`config.mk`:
```
export PLATFORM = sky130hd
export DESIGN_NAME = operand_writeback
export DESIGN_NICKNAME = d
export VERILOG_FILES = /design/src/rtl/operand_writeback_pkg.sv /design/src/rtl/operand_writeback_lane_merge.sv /design/src/rtl/operand_writeback.sv
export SDC_FILE = /design/constraint.sdc
export NUM_CORES = 1
export LEC_CHECK = 0
export BUFFER_PORTS_ARGS = -buffer_cell sky130_fd_sc_hd__buf_2
export CAP_MARGIN = 15
export CORE_MARGIN = 4
export CORE_UTILIZATION = 34
export CTS_BUF_LIST = sky130_fd_sc_hd__clkbuf_16
export CTS_CLUSTER_DIAMETER = 40
export DETAILED_ROUTE_END_ITERATION = 12
export GPL_ROUTABILITY_DRIVEN = 0
export GPL_TIMING_DRIVEN = 1
export PLACE_DENSITY = 0.54
export SYNTH_ARGS = -nofsm -noshare
export SYNTH_HDL_FRONTEND = slang
export SYNTH_HIERARCHICAL = 1
export SYNTH_SLANG_ARGS = --single-unit
```
`constraint.sdc`:
```
create_clock -name clk -period 4.1 [get_ports clk]
set_clock_uncertainty 0.2 [all_clocks]
set_input_delay 0.205 -clock clk [delete_from_list [all_inputs] [get_ports clk]]
set_output_delay 0.205 -clock clk [all_outputs]
set_load 0.01 [all_outputs]
```
`src/rtl/operand_writeback_pkg.sv`:
```
// Shared definitions for the operand writeback stage: size codes, FSM states,
// the AH..BH index offset and the per-slot destination record.
package operand_writeback_pkg;

   typedef enum logic [1:0] {
      WB_SZ_8    = 2'b00,
      WB_SZ_16   = 2'b01,
      WB_SZ_32   = 2'b10,
      WB_SZ_RSVD = 2'b11
   } wb_size_e;

   typedef enum logic [1:0] {
      ST_IDLE,
      ST_SLOT0,
      ST_SLOT1,
      ST_DONE
   } wb_state_e;

   // 8-bit indices 4..7 name byte 1 of GPRs 0..3 (AH, CH, DH, BH)
   localparam logic [2:0] WB_HIGH_BYTE_OFS = 3'd4;

   typedef struct packed {
      logic        en;
      logic        is_mem;
      logic [2:0]  reg_idx;
      logic [31:0] addr;
      logic [31:0] value;
   } wb_slot_t;

   function automatic logic [3:0] wb_base_strb(input wb_size_e sz);
      logic [3:0] strb;
      case (sz)
         WB_SZ_8:  strb = 4'b0001;
         WB_SZ_16: strb = 4'b0011;
         WB_SZ_32: strb = 4'b1111;
         default:  strb = 4'b0000;
      endcase
      return strb;
   endfunction

endpackage

```
`src/rtl/operand_writeback_lane_merge.sv`:
```
// Combinational per-slot write formatter: GPR partial merge, memory lane
// strobes/shift and fault detection for one destination.
module wb_lane_merge
   import operand_writeback_pkg::*;
(
   input  wb_slot_t    slot,
   input  wb_size_e    size,
   input  logic [31:0] rf_rdata,
   output logic        gpr_go,
   output logic        mem_go,
   output logic        fault,
   output logic [2:0]  rf_idx,
   output logic [31:0] rf_wdata,
   output logic [31:0] mem_addr,
   output logic [31:0] mem_wdata,
   output logic [3:0]  mem_wstrb
);

   logic [1:0] lane;
   logic       misaligned;
   logic       high_byte;

   always_comb begin
      lane = slot.addr[1:0];
      case (size)
         WB_SZ_16: misaligned = slot.addr[0];
         WB_SZ_32: misaligned = |lane;
         default:  misaligned = 1'b0;
      endcase

      // Alignment only matters for memory; the reserved size faults everywhere
      fault     = slot.en & ((size == WB_SZ_RSVD) | (slot.is_mem & misaligned));
      gpr_go    = slot.en & ~slot.is_mem & ~fault;
      mem_go    = slot.en & slot.is_mem & ~fault;
      high_byte = (size == WB_SZ_8) & slot.reg_idx[2];

      rf_idx    = '0;
      rf_wdata  = '0;
      mem_addr  = '0;
      mem_wdata = '0;
      mem_wstrb = '0;

      if (gpr_go) begin
         rf_idx = high_byte ? (slot.reg_idx - WB_HIGH_BYTE_OFS) : slot.reg_idx;
         case (size)
            WB_SZ_8:  rf_wdata = high_byte ? {rf_rdata[31:16], slot.value[7:0], rf_rdata[7:0]}
                                           : {rf_rdata[31:8], slot.value[7:0]};
            WB_SZ_16: rf_wdata = {rf_rdata[31:16], slot.value[15:0]};
            default:  rf_wdata = slot.value;
         endcase
      end

      if (mem_go) begin
         mem_addr  = {slot.addr[31:2], 2'b00};
         mem_wdata = slot.value << {lane, 3'b000};
         mem_wstrb = wb_base_strb(size) << lane;
      end
   end

endmodule

```
`src/rtl/operand_writeback.sv`:
```
// Commit stage: retires a two-destination result bundle, dst0 then dst1, to GPRs
// or memory. Optional WB_COMMIT_COUNT_EN adds a commit_count output.
module operand_writeback
   import operand_writeback_pkg::*;
(
   input  logic        clk,
   input  logic        rst,
   input  logic        wb_valid,
   output logic        wb_ready,
   input  logic [31:0] opnd0_w,
   input  logic [31:0] opnd1_w,
   input  logic        dst0_en,
   input  logic        dst1_en,
   input  logic        dst0_is_mem,
   input  logic        dst1_is_mem,
   input  logic [2:0]  dst0_reg,
   input  logic [2:0]  dst1_reg,
   input  logic [31:0] dst0_addr,
   input  logic [31:0] dst1_addr,
   input  logic [1:0]  opnd_size,
   output logic [2:0]  rf_raddr,
   input  logic [31:0] rf_rdata,
   output logic        rf_we,
   output logic [2:0]  rf_waddr,
   output logic [31:0] rf_wdata,
   output logic        mem_req,
   output logic [31:0] mem_addr,
   output logic [31:0] mem_wdata,
   output logic [3:0]  mem_wstrb,
   input  logic        mem_ack,
   output logic        wb_done,
   output logic        wb_fault
`ifdef WB_COMMIT_COUNT_EN
   ,
   output logic [31:0] commit_count
`endif
);

   wb_state_e state;
   wb_slot_t  slot0_q;
   wb_slot_t  slot1_q;
   wb_size_e  size_q;
   logic      fault_acc;

   logic        l0_gpr_go, l0_mem_go, l0_fault;
   logic [2:0]  l0_rf_idx;
   logic [31:0] l0_rf_wdata, l0_mem_addr, l0_mem_wdata;
   logic [3:0]  l0_mem_wstrb;
   logic        l1_gpr_go, l1_mem_go, l1_fault;
   logic [2:0]  l1_rf_idx;
   logic [31:0] l1_rf_wdata, l1_mem_addr, l1_mem_wdata;
   logic [3:0]  l1_mem_wstrb;

   logic cur_fault;
   logic slot_advance;

   wb_lane_merge u_lane0 (
      .slot      (slot0_q),
      .size      (size_q),
      .rf_rdata  (rf_rdata),
      .gpr_go    (l0_gpr_go),
      .mem_go    (l0_mem_go),
      .fault     (l0_fault),
      .rf_idx    (l0_rf_idx),
      .rf_wdata  (l0_rf_wdata),
      .mem_addr  (l0_mem_addr),
      .mem_wdata (l0_mem_wdata),
      .mem_wstrb (l0_mem_wstrb)
   );

   wb_lane_merge u_lane1 (
      .slot      (slot1_q),
      .size      (size_q),
      .rf_rdata  (rf_rdata),
      .gpr_go    (l1_gpr_go),
      .mem_go    (l1_mem_go),
      .fault     (l1_fault),
      .rf_idx    (l1_rf_idx),
      .rf_wdata  (l1_rf_wdata),
      .mem_addr  (l1_mem_addr),
      .mem_wdata (l1_mem_wdata),
      .mem_wstrb (l1_mem_wstrb)
   );

   // Write ports are decoded from the registered state so an async reset
   // removes mem_req and rf_we in the same cycle.
   always_comb begin
      rf_raddr  = '0;
      rf_we     = 1'b0;
      rf_waddr  = '0;
      rf_wdata  = '0;
      mem_req   = 1'b0;
      mem_addr  = '0;
      mem_wdata = '0;
      mem_wstrb = '0;
      cur_fault = 1'b0;
      case (state)
         ST_SLOT0: begin
            rf_raddr  = l0_rf_idx;
            rf_we     = l0_gpr_go;
            rf_waddr  = l0_rf_idx;
            rf_wdata  = l0_rf_wdata;
            mem_req   = l0_mem_go;
            mem_addr  = l0_mem_addr;
            mem_wdata = l0_mem_wdata;
            mem_wstrb = l0_mem_wstrb;
            cur_fault = l0_fault;
         end
         ST_SLOT1: begin
            rf_raddr  = l1_rf_idx;
            rf_we     = l1_gpr_go;
            rf_waddr  = l1_rf_idx;
            rf_wdata  = l1_rf_wdata;
            mem_req   = l1_mem_go;
            mem_addr  = l1_mem_addr;
            mem_wdata = l1_mem_wdata;
            mem_wstrb = l1_mem_wstrb;
            cur_fault = l1_fault;
         end
         default: ;
      endcase
   end

   assign slot_advance = ~mem_req | mem_ack;

   always_ff @(posedge clk or posedge rst) begin
      if (rst) begin
         state     <= ST_IDLE;
         wb_ready  <= 1'b1;
         wb_done   <= 1'b0;
         wb_fault  <= 1'b0;
         fault_acc <= 1'b0;
         slot0_q   <= '0;
         slot1_q   <= '0;
         size_q    <= WB_SZ_8;
      end else begin
         wb_done  <= 1'b0;
         wb_fault <= 1'b0;
         case (state)
            ST_IDLE: begin
               if (wb_valid) begin
                  slot0_q   <= '{en: dst0_en, is_mem: dst0_is_mem, reg_idx: dst0_reg,
                                 addr: dst0_addr, value: opnd0_w};
                  slot1_q   <= '{en: dst1_en, is_mem: dst1_is_mem, reg_idx: dst1_reg,
                                 addr: dst1_addr, value: opnd1_w};
                  size_q    <= wb_size_e'(opnd_size);
                  fault_acc <= 1'b0;
                  wb_ready  <= 1'b0;
                  state     <= ST_SLOT0;
               end
            end
            ST_SLOT0: begin
               if (slot_advance) begin
                  fault_acc <= cur_fault;
                  state     <= ST_SLOT1;
               end
            end
            ST_SLOT1: begin
               if (slot_advance) begin
                  wb_done  <= 1'b1;
                  wb_fault <= fault_acc | cur_fault;
                  state    <= ST_DONE;
               end
            end
            ST_DONE: begin
               wb_ready <= 1'b1;
               state    <= ST_IDLE;
            end
            default: state <= ST_IDLE;
         endcase
      end
   end

`ifdef WB_COMMIT_COUNT_EN
   always_ff @(posedge clk or posedge rst) begin
      if (rst)
         commit_count <= '0;
      else if (rf_we | (mem_req & mem_ack))
         commit_count <= commit_count + 32'd1;
   end
`endif

endmodule

```
[After elaboration in Yosys (flattened, before gate mapping)]
Index checks and enable logic that the tools add are counted.
Cells by class
  $add $sub $neg: 2
  eq/ne operators: 9
  shift-type cells: 4
  muxes and demuxes: 41
  bitwise logic cells: 23
  reductions and logical operators: 10
Operators with widths (number)
  $pmux W32 S2: 5
  $mux W32: 6
  $shl A32 B5 Y32: 2
  $mux W16: 2
  $mux W4: 4
  $and A1 B1 Y1: 14
  $pmux W1 S2: 7
  $mux W3: 4
  $pmux W4 S3: 1
  $eq A2 B2 Y1 const B: 4
  $pmux W2 S4: 1
  $pmux W4 S2: 1
  $shl A4 B2 Y4: 2
  $mux W1: 6
  $mux W2: 3
  $ne A2 B2 Y1 const B: 3
  $pmux W3 S2: 1
  $reduce_and A3 Y1: 2
  $sub A3 B3 Y3 const B: 2
  $not A1 Y1: 5
  $eq A2 B1 Y1 const B: 2
  $logic_not A2 Y1: 2
  $or A1 B1 Y1: 4
  $reduce_and A2 Y1: 2
  2 further kinds: 4
Storage, ports and cells
  register bits: 146
  input bits: 176
  output and inout bits: 111
  word-level logic and storage cells: 105

[Depth between registers and ports, before layout]
  depth in word-level cells: 12
  depth in mapped cells: 12

[Cells and area by module]
The synthesis kept the hierarchy.
By module, submodules not included
  operand_writeback: instances 1, cells each 579, area an instance 7564.8 um^2
  wb_lane_merge: instances 2, cells each 266, area an instance 1740.4 um^2

[Worst setup path after synthesis]
No wires, ideal clock.
  path kind: reg2reg
  from: register size_q[1]
  to: register state[1]
  library setup time: 0.125 ns
  arrival: 2.609 ns
  slack: 1.166 ns
  stages on the path, launching flop included: 13
  buffers on the path: 3
  clock period less this slack: 2.934 ns
  path through: dfrtp_1 -> clkbuf_1 -> inv_1 -> clkbuf_1 -> ha_1 -> nand3_1 -> nand4_4 -> inv_4 -> buf_6 -> a22o_4 -> nand3b_4 -> nand2_2 -> mux2_4
On the way
  longest elaborated chain between the ends: 12
  elaborated cells between the ends (all ways): 21
Ends and longest elaborated chain
  from (decl): line operand_writeback.sv:42  | wb_size_e size_q;
  from (signal assigned): line operand_writeback.sv:146  | size_q <= wb_size_e'(opnd_size);
  $eq A2 B2 Y1 / $eq A2 B1 Y1 (equally long branches): line operand_writeback_lane_merge.sv:25  | case (size)
  $pmux W1 S2: line operand_writeback_lane_merge.sv:25
  $and A1 B1 Y1: line operand_writeback_lane_merge.sv:32  | fault = slot.en & ((size == WB_SZ_RSVD) | (slot.is_mem & misaligned));
  $or A1 B1 Y1 *: line operand_writeback_lane_merge.sv:32
  $and A1 B1 Y1 *: line operand_writeback_lane_merge.sv:32
  $not A1 Y1 *: line operand_writeback_lane_merge.sv:34  | mem_go = slot.en & slot.is_mem & ~fault;
  $and A1 B1 Y1 *: line operand_writeback_lane_merge.sv:34
  net l1_mem_go: line operand_writeback.sv:49  | logic l1_gpr_go, l1_mem_go, l1_fault;
  $pmux W1 S2 *: line operand_writeback.sv:97  | case (state)
  $not A1 Y1 *: line operand_writeback.sv:124  | assign slot_advance = ~mem_req | mem_ack;
  $or A1 B1 Y1 *: line operand_writeback.sv:124
  $ne A2 B2 Y1 (no line)
  $reduce_and A3 Y1 (no line) *
  to (signal assigned): line operand_writeback.sv:128  | state <= ST_IDLE;
  to (signal assigned): line operand_writeback.sv:149  | state <= ST_SLOT0;
  to (signal assigned): line operand_writeback.sv:155  | state <= ST_SLOT1;
  to (decl): line operand_writeback.sv:39  | wb_state_e state;
The timed path passes the listed nets; every way through them passes the cells marked *.
A chain may end at the register's enable or synchronous reset.

[Worst setup path after layout]
  from: register size_q[1]
  to: output port rf_raddr[2]
On the way
  longest elaborated chain between the ends: 9
  elaborated cells between the ends (all ways): 23
Ends and longest elaborated chain
  $eq A2 B2 Y1 / $eq A2 B1 Y1 (equally long branches): line operand_writeback_lane_merge.sv:25
  $pmux W1 S2: line operand_writeback_lane_merge.sv:25
  $and A1 B1 Y1: line operand_writeback_lane_merge.sv:32
  $or A1 B1 Y1: line operand_writeback_lane_merge.sv:32
  $and A1 B1 Y1: line operand_writeback_lane_merge.sv:32
  $not A1 Y1: line operand_writeback_lane_merge.sv:33  | gpr_go = slot.en & ~slot.is_mem & ~fault;
  $and A1 B1 Y1: line operand_writeback_lane_merge.sv:33
  $mux W3 *: line operand_writeback_lane_merge.sv:43  | if (gpr_go) begin
  net l0_rf_idx[2]: line operand_writeback.sv:46  | logic [2:0] l0_rf_idx;
  $pmux W3 S2 *: line operand_writeback.sv:97
  to (decl): line operand_writeback.sv:21  | output logic [2:0] rf_raddr,
Marked as above.

==> flow_metrics.tcl <==
set metrics [dict create \
    status "complete, no violations" \
    fp-row-count 65 \
    synthesized_instance_count 1111 \
    vias_in_the_first_global_route 10200 \
    p_leak_nw 6.67 \
    cts_h_tree_depth 4 \
    timing.fmax_mhz 284 \
    die_width_um 188 \
    clock_tree.root_cell "sky130_fd_sc_hd__clkbuf_16" \
    total_of_buffers_placed_on_input_and_output_ports 284 \
    cts_buffer_count 17 \
    floorplan.core_area_mm2 0.0318 \
    final_period_minus_worst_setup_slack_ns 3.52 \
    finish.cell_count_without_fillers 1914 \
    layout_worst_path_cycle_share_pct 85.9 \
    die_h_um 188 \
    drt_first_pass_iters 5 \
    vdd.ir_drop.worst_uv 396 \
    reg2reg_to "fault_acc" \
    overall_via_count_from_detail_route 9938 \
    boundaryPins 287 \
    via_per_inst 5.19 \
    worstPathRequired_ns 3.69 \
    initial_antenna_violation_count 8 \
    hold_path_depth 4 \
    clock_latency_ns 0.44 \
    yosys_reg_bits 146 \
    synth_top_area_share_pct 32.9 \
    tightest_pin_transition_ns 0.956 \
    clock_sink_count 146 \
    setup_tns_ns 0 \
    placed_cells 1738 \
    pin_count_of_the_biggest_net_entering_global_routing 109 \
    worstHoldPathType "in2reg" \
    synth-warning-count 6 \
    drt_iter0_markers 811 \
    netlist.top_cell.by_area "sky130_fd_sc_hd__dfrtp_1" \
    grt_setup_unrepaired "no" \
    critPathMaxFanout 18 \
    grt_overflow 0 \
    synth.area.top_cells "sky130_fd_sc_hd__dfrtp_1, sky130_fd_sc_hd__mux2_4, sky130_fd_sc_hd__a22oi_1, sky130_fd_sc_hd__nor2b_1, sky130_fd_sc_hd__mux2_2" \
    timing.critical_path.arrival_ns 3.12 \
    cts_max_path_buffers 2 \
    nets 1657 \
    reg2reg_slack_ns 0.66 \
    grt_use_total_pct 22.1 \
    end_kind "output pin" \
    synth.lib_cells_used.distinct 43 \
    startpoint "size_q[1]" \
    hold_viol 0 \
    synth_area_mm2 0.0110 \
    area_taken_by_multi_input_logic_gates_mm2 0.00671 \
    reg2reg_from "size_q[1]" \
    postLayoutCoreUtil_pct 46.0 \
    layout.area.seq_mm2 0.00366 \
    grt_first_pass_wirelength_um 61400 \
    synth_async_sr_flop_share_pct 100 \
    route.final.wire_length_um 39900 \
    hold_path_startpoint "wb_valid" \
    cellPowerDensity_mw_per_mm2 753 \
    report.final.slew_viol_count 0 \
    max_cap_viol 0 \
    drt_drc_violations_left 0 \
    synth_seq_area_share_pct 33.1 \
    n_fill_cell 3068 \
    die_area_mm2 0.0354 \
    final.hold.worst_slack_ns 0.0379 \
    path_class "reg2out" \
    tritoncts "done" \
    number_of_enable_flip_flop_cells_after_synthesis 0 \
    fraction_of_final_layout_cells_sized_beyond_drive_strength_1_pct 34.8 \
    avgRoutedWirePerCell_um 20.8 \
    hold_end "wb_ready" \
    antenna_violating_nets_post_route 0 \
    areaGrowthSynthToFinish_pct 32.3 \
    initial_utilization_pct 34.7 \
    postSynth.topFlopCell "sky130_fd_sc_hd__dfrtp_1" \
    setup_viol 0 \
    synth.avg_cell_area_um2 9.94 \
    critical_path.startpoint_type "flop" \
    reg2regPathDepth 10 \
    slew_headroom_pct 36.3 \
    hpwl_um 28200 \
    clkSlewWorstSetupHoldPaths_ns 0.07 \
]
## registers in the layout, indices dropped and copies added, names as in the netlist
signal / count
wb_fault: 1
fault_acc: 1
slot0_q: 69
size_q: 2
wb_ready: 1
slot1_q: 69
wb_done: 1
state: 2
## cell type report
| cell class | count | share of cell area (%) |
|---|---|---|
| multi-input combinational | 845 | 45.9 |
| clock inverter | 14 | 1.31 |
| antenna | 1 | 0.0171 |
| tap | 435 | 3.72 |
| sequential | 146 | 25.0 |
| timing repair buffer | 444 | 20.7 |
| clock buffer | 17 | 2.91 |
| inverter | 12 | 0.368 |
## what timing repair did
item | 4_1_cts | 5_1_grt
buffers inserted | 0 | 0
hold buffers | 143 | 0
resized for setup | 0 | 0
endpoints found under the hold margin | 181 | 0
## cell families after synthesis
family          Yosys count  share of synthesized area [%]
mux                     198                           22.8
compound gates          233                           15.8
other cells               2                         0.0680
buf+inv                 122                           6.67
flops                   146                           33.1
fa+ha+maj                15                           1.70
simple gates            395                           19.9
## per-stage QoR
step / worst slack [ns] / instance area (µm²) / total power, mW
after global placement: 1.10 / 12500 / 9.05
after CTS: 0.575 / 14600 / 11.0
after detailed placement: 1.06 / 12500 / 9.17
after floorplan: 1.17 / 11100 / 7.65
final: 0.579 / 14600 / 11.0
after global routing: 0.400 / 14600 / 11.7
## cells in the mapped netlist, types with 30 or more instances
master                     instances
sky130_fd_sc_hd__and2_1           84
sky130_fd_sc_hd__nor2_1           87
sky130_fd_sc_hd__nand2_1          45
sky130_fd_sc_hd__nor2b_1         123
sky130_fd_sc_hd__buf_2            38
sky130_fd_sc_hd__mux2_4           90
sky130_fd_sc_hd__a21oi_1          31
sky130_fd_sc_hd__a22oi_1         137
sky130_fd_sc_hd__a211oi_1         30
sky130_fd_sc_hd__dfrtp_1         145
sky130_fd_sc_hd__mux2i_1          41
sky130_fd_sc_hd__mux2_2           67
## layout by cell type, fill, tap and decap left out, types with 16 or more instances in the layout
| cell type | Yosys | layout |
|---|---|---|
| sky130_fd_sc_hd__nand2_1 | 45 | 45 |
| sky130_fd_sc_hd__a211oi_1 | 30 | 30 |
| sky130_fd_sc_hd__buf_2 | 38 | 284 |
| sky130_fd_sc_hd__nor2_1 | 87 | 87 |
| sky130_fd_sc_hd__dfrtp_1 | 145 | 144 |
| sky130_fd_sc_hd__nor2b_1 | 123 | 123 |
| sky130_fd_sc_hd__o22a_1 | 16 | 16 |
| sky130_fd_sc_hd__nand3_1 | 28 | 28 |
| sky130_fd_sc_hd__a22oi_1 | 137 | 137 |
| sky130_fd_sc_hd__mux2_4 | 90 | 90 |
| sky130_fd_sc_hd__clkbuf_16 | 0 | 17 |
| sky130_fd_sc_hd__and2_1 | 84 | 84 |
| sky130_fd_sc_hd__a21oi_1 | 31 | 31 |
| sky130_fd_sc_hd__mux2_2 | 67 | 67 |
| sky130_fd_sc_hd__dlygate4sd3_1 | 0 | 143 |
| sky130_fd_sc_hd__mux2i_1 | 41 | 41 |
## how the worst max path moves through the flow
stage	to	cells past startpoint
finish	rf_raddr[2]	9
global route	rf_raddr[2]	9
CTS	mem_wstrb[2]	9
detailed placement	mem_wstrb[2]	9
global placement	mem_wstrb[2]	9
floorplan	state[1]	12
## layer usage
| metal | GRT usage [%] | vias to the layer above | wire length [µm] |
|---|---|---|---|
| met5 | 0 | - | 101 |
| met3 | 6.82 | 77 | 3280 |
| met4 | 5.82 | 16 | 946 |
| met2 | 35.0 | 420 | 18200 |
| li1 | - | 4650 | - |
| met1 | 29.4 | 4775 | 17300 |
## report_power, final
part / total, mW / switching (mW) / leakage (nW) / internal, mW
clock network: 1.70 / 0.722 / 0.303 / 0.979
logic: 6.11 / 3.17 / 4.64 / 2.94
registers: 3.20 / 1.02 / 1.73 / 2.18
## worst max-delay path, cell delays in order, from the launching register on
cell	delay (ns)
sky130_fd_sc_hd__dfrtp_1	0.39
sky130_fd_sc_hd__buf_4	0.21
sky130_fd_sc_hd__ha_1	0.21
sky130_fd_sc_hd__and2b_1	0.35
sky130_fd_sc_hd__nand2b_1	0.48
sky130_fd_sc_hd__buf_4	0.39
sky130_fd_sc_hd__nor3b_1	0.22
sky130_fd_sc_hd__a22oi_1	0.11
sky130_fd_sc_hd__nor2b_1	0.16
sky130_fd_sc_hd__buf_2	0.15
No activity file was read; power rests on OpenSTA's default activity.
